File: config.mk
export PLATFORM = sky130hd
export DESIGN_NAME = uart_tx_arbiter
export DESIGN_NICKNAME = d
export VERILOG_FILES = /design/src/rtl/uart_tx_arbiter.sv
export SDC_FILE = /design/constraint.sdc
export NUM_CORES = 1
export LEC_CHECK = 0
export ABC_AREA = 1
export CORE_MARGIN = 3
export CORE_UTILIZATION = 40
export CTS_CLUSTER_DIAMETER = 80
export CTS_CLUSTER_SIZE = 12
export DETAILED_ROUTE_END_ITERATION = 10
export PLACE_DENSITY = 0.68
export SYNTH_ARGS = -nofsm -noshare
export SYNTH_HDL_FRONTEND = slang
export SYNTH_SLANG_ARGS = --single-unit
File: constraint.sdc
create_clock -name clk -period 3.4 [get_ports clk]
set_input_delay 0.68 -clock clk [delete_from_list [all_inputs] [get_ports clk]]
set_output_delay 0.68 -clock clk [all_outputs]
set_load 0.02 [all_outputs]
File: src/rtl/uart_tx_arbiter.sv
`timescale 1ns/1ps
`default_nettype none
// ============================================================================
// Module      : uart_tx_arbiter
// Description : Shares one 8N1 UART transmit line between two byte
//               requesters. Arbitrates in IDLE (round-robin or fixed
//               priority on a tie), latches the granted byte and
//               serializes it LSB first, one bit per baud_tick.
// Ports       : clk, rst           - clock, synchronous active-high reset
//               baud_tick          - one-cycle pulse per bit period
//               reqN_valid/data    - channel N byte offer
//               reqN_ready         - channel N byte accepted this cycle
//               tx                 - registered serial line, idle high
//               busy               - a frame is latched or in flight
//               grant_id           - channel of current / last frame
//               frame_done         - one-cycle pulse when the frame ends
// Revision    : 1.0 - initial release
// ============================================================================
module uart_tx_arbiter #(
  parameter int STOP_BITS   = 1,
  parameter int ROUND_ROBIN = 1
) (
  input  logic       clk,
  input  logic       rst,
  input  logic       baud_tick,
  input  logic       req0_valid,
  input  logic [7:0] req0_data,
  output logic       req0_ready,
  input  logic       req1_valid,
  input  logic [7:0] req1_data,
  output logic       req1_ready,
  output logic       tx,
  output logic       busy,
  output logic       grant_id,
  output logic       frame_done
);

  typedef enum logic [2:0] {
    S_IDLE  = 3'd0,
    S_ARM   = 3'd1,
    S_START = 3'd2,
    S_DATA  = 3'd3,
    S_STOP  = 3'd4
  } state_t;

  // Value of the stop counter on the final stop period (1 or 2 stop bits).
  localparam logic C_LAST_STOP = 1'(STOP_BITS - 1);

  state_t     r_state,      w_state_nxt;
  logic [2:0] r_bit_idx,    w_bit_idx_nxt;
  logic       r_stop_cnt,   w_stop_cnt_nxt;
  logic [7:0] r_data,       w_data_nxt;
  logic       r_tx,         w_tx_nxt;
  logic       r_grant,      w_grant_nxt;
  logic       r_last_grant, w_last_grant_nxt;
  logic       r_frame_done, w_frame_done_nxt;
  logic       w_sel;
  logic       w_can_accept;

  // Channel selection: a lone requester wins; a tie goes to the channel
  // that did not own the last frame, or to channel 0 in fixed priority.
  always_comb begin
    w_sel = req1_valid;
    if (req0_valid && req1_valid) begin
      w_sel = (ROUND_ROBIN != 0) ? ~r_last_grant : 1'b0;
    end
  end

  // Ready is withheld during reset so no byte is acknowledged and then lost.
  assign w_can_accept = (r_state == S_IDLE) && !rst;
  assign req0_ready   = w_can_accept && req0_valid && !w_sel;
  assign req1_ready   = w_can_accept && req1_valid &&  w_sel;

  always_comb begin
    w_state_nxt      = r_state;
    w_bit_idx_nxt    = r_bit_idx;
    w_stop_cnt_nxt   = r_stop_cnt;
    w_data_nxt       = r_data;
    w_tx_nxt         = r_tx;
    w_grant_nxt      = r_grant;
    w_last_grant_nxt = r_last_grant;
    w_frame_done_nxt = 1'b0;

    case (r_state)
      S_IDLE: begin
        // A tick in the accept cycle is deliberately ignored: ARM always
        // waits for a later tick so the start bit is a full bit period.
        if (req0_ready || req1_ready) begin
          w_data_nxt       = w_sel ? req1_data : req0_data;
          w_grant_nxt      = w_sel;
          w_last_grant_nxt = w_sel;
          w_state_nxt      = S_ARM;
        end
      end
      S_ARM: begin
        if (baud_tick) begin
          w_tx_nxt    = 1'b0;
          w_state_nxt = S_START;
        end
      end
      S_START: begin
        if (baud_tick) begin
          w_tx_nxt      = r_data[0];
          w_bit_idx_nxt = 3'd0;
          w_state_nxt   = S_DATA;
        end
      end
      S_DATA: begin
        if (baud_tick) begin
          if (r_bit_idx != 3'd7) begin
            w_tx_nxt      = r_data[r_bit_idx + 3'd1];
            w_bit_idx_nxt = r_bit_idx + 3'd1;
          end else begin
            w_tx_nxt       = 1'b1;
            w_stop_cnt_nxt = 1'b0;
            w_state_nxt    = S_STOP;
          end
        end
      end
      S_STOP: begin
        if (baud_tick) begin
          if (r_stop_cnt == C_LAST_STOP) begin
            w_state_nxt      = S_IDLE;
            w_frame_done_nxt = 1'b1;
          end else begin
            w_stop_cnt_nxt = r_stop_cnt + 1'b1;
          end
        end
      end
      default: begin
        w_state_nxt = S_IDLE;
        w_tx_nxt    = 1'b1;
      end
    endcase
  end

  always_ff @(posedge clk) begin
    if (rst) begin
      r_state      <= S_IDLE;
      r_bit_idx    <= 3'd0;
      r_stop_cnt   <= 1'b0;
      r_data       <= 8'd0;
      r_tx         <= 1'b1;
      r_grant      <= 1'b0;
      r_last_grant <= 1'b1;
      r_frame_done <= 1'b0;
    end else begin
      r_state      <= w_state_nxt;
      r_bit_idx    <= w_bit_idx_nxt;
      r_stop_cnt   <= w_stop_cnt_nxt;
      r_data       <= w_data_nxt;
      r_tx         <= w_tx_nxt;
      r_grant      <= w_grant_nxt;
      r_last_grant <= w_last_grant_nxt;
      r_frame_done <= w_frame_done_nxt;
    end
  end

  assign tx         = r_tx;
  assign busy       = (r_state != S_IDLE);
  assign grant_id   = r_grant;
  assign frame_done = r_frame_done;

endmodule
`default_nettype wire

==> impl_metrics.ini <==
[critical_path]
reg2reg_slack_ns = 1.86
r2r_cells = 8
crit_path_max_fanout = 9
r2r-end = r_bit_idx[0]$_SDFFE_PP0P_
crit_required_ns = 2.72
startpoint_type = input pin
arrival_ns = 2.33
end_kind = output port
path_class = in2out
reg2reg_from = r_bit_idx[0]$_SDFFE_PP0P_

[placement]
pre_cts_slack_ns = 0.4042
dp_hpwl_um = 1831
dp_cells = 191
portBuffers = 26
gp_congestion = 0.7921

[cells_and_area]
final_cell_mix = 32 x nand2_1, 26 x clkdlybuf4s50_1, 19 x nand3_1
instances_no_fill = 195
drive_above_1_share = 0.1257
final_nets = 191
ff_latch_area_um2 = 360.3
final_common_cell = nand2_1
n_fill_cell = 221
diodes = 0
multi_input_area_um2 = 560.5
area_growth_syn_to_layout_pct = 32.83

[sta]
setup_viol = 0
layout_setup_ws_ns = 0.3915
drv_slew = 0
finalClockSkew_ns = 0.0007900
rsz0062_at_grt = no
hold_viol = 0
layout_min_cycle_time_ns = 3.009
min_period_over_period = 0.8849
hold_ws_ns = 0.4908
max_freq_mhz = 332.4
relSlewSlack = 0.6914
fin_setup_tns_ns = 0
tightest_slew_ns = 0.4619

[pwr]
power_w = 0.0008122
power.density_nw_per_um2 = 610.1
vdd.ir_drop.worst_v = 0.0004373
cellLeakagePower_nw = 0.5355

[clock_tree]
clk_pin_slew_ns = 0.11
cts_buffer_depth = 2
clkSinkCount = 18
cts_tree = yes
insertion_delay_ns = 0.29
h-tree-depth = 1
cts_setup_buffers = 0
root_buffer = clkbuf_4
numCtsBuffers = 3
hold_buffers = 0
cts_resized = 0

[outcome]
run_status = finished, final reports clean

[die]
dieArea_um2 = 3142
start_util = 0.4363
fp.dieW_um = 56.06
fp.dieH_um = 56.06
coreArea_um2 = 2297
num_rows = 17
ioPinCount = 27

[flow_run]
cap_violations = 0

[global_routing]
grt_usage = 0.1528
grt_pass1_wl_um = 3995
grt_pass1_vias = 956
gr-total-overflow = 0
antenna_found_initial = 0
grt_max_degree = 19

[route]
wl_per_cell_um = 11.60
vias_per_cell = 5.174
drt-pass1-iter-count = 4
ant_nets = 0
drc = 0
drt-initial-drc-count = 13
drt_wl_total_um = 2262
vias = 1009

[synth]
syn_nets = 161
ys_seq_elements = 18
yosys-top-cells-area = dfxtp_1 36%, nand2_1 12%, nand3_1 9.5%, a21oi_1 5.0%, a31oi_1 5.0%
netlist_instances = 138
synth_top_area_frac = 0.3596
syn-mean-instance-area_um2 = 7.262
ys_dominant_reg_cell = dfxtp_1
synthArstFlopShare = 0
synth-edff-count = 0
synth_top_area_cell = dfxtp_1
yosys_warnings = 0
seq_area_frac_synth = 0.3596
yosys.cell_types.count = 25
syn_area_um2 = 1002

[worst_hold_path]
min-delay-start = r_bit_idx[2]$_SDFFE_PP0P_
hp-class = reg2reg
min_path_cells = 2
holdPathEnd = r_bit_idx[2]$_SDFFE_PP0P_
-- worst max path at each step --
stage	cells past startpoint	end	slack, ns	from
2_1_floorplan	4	req0_ready	1.11	rst
3_3_place_gp	5	req0_ready	0.43	req0_valid
3_5_place_dp	5	req0_ready	0.40	req0_valid
4_1_cts	5	req0_ready	0.38	req0_valid
5_1_grt	5	req0_ready	0.24	req0_valid
6_report	5	req0_ready	0.39	req0_valid
-- cells in the mapped netlist, types with 2 or more instances --
cell type	number
nand2_2	2
ha_1	2
a21oi_1	10
inv_1	13
nor2_1	6
inv_2	2
dfxtp_1	18
a21oi_4	2
buf_2	2
a31oi_1	8
nand3_1	19
nand2_1	32
o21ai_1	10
-- metal layers --
| metal | GRT usage | wire (um) |
|---|---|---|
| met5 | 0 | 0 |
| met4 | 0.02034 | 14 |
| met3 | 0.04640 | 104 |
| met2 | 0.2421 | 1053 |
| met1 | 0.2090 | 1089 |
-- metrics by stage --
stage	util	area (um^2)
detailed placement	0.5637	1295
floorplan	-	1002
CTS	0.5795	1331
global route	0.5795	1331
finish	0.5795	1331
global placement	0.5637	1295
-- kinds of logic (layout without fill, tap and decap cells) --
| kind of cell | Yosys count | count (layout) | share of synthesized area |
|---|---|---|---|
| AND/OR/NAND/NOR | 66 | 66 | 0.3221 |
| buffers and inverters | 19 | 48 | 0.08115 |
| adder cells (fa/ha/maj) | 2 | 2 | 0.02496 |
| flip-flops | 18 | 18 | 0.3596 |
| AO/OA/AOI/OAI | 33 | 33 | 0.2122 |
-- critical path, stage by stage --
cell and delay, ns:
clkdlybuf4s50_1 0.47, nand2_1 0.19, nand2_1 0.16, nor3b_1 0.19
clkdlybuf4s50_1 0.63
-- registers in the layout, indices dropped and copies added (netlist names) --
name,flops
r_data,8
r_bit_idx,3
frame_done,1
grant_id,1
tx,1
r_state,3
r_last_grant,1
-- power breakdown --
part / total, W / switching, W / internal, W
Sequential: 0.000308 / 0.0000464 / 0.000261
Combinational: 0.000370 / 0.000214 / 0.000157
Clock: 0.000134 / 0.0000689 / 0.0000652
-- area by class of cell --
type,count,share of cell area
multi-input combinational,101,0.4211
sequential,18,0.2707
timing repair buffer,29,0.2124
inverter,15,0.04229
clock buffer,4,0.02726
tap,28,0.02632
No activity file was read; power rests on OpenSTA's default activity.
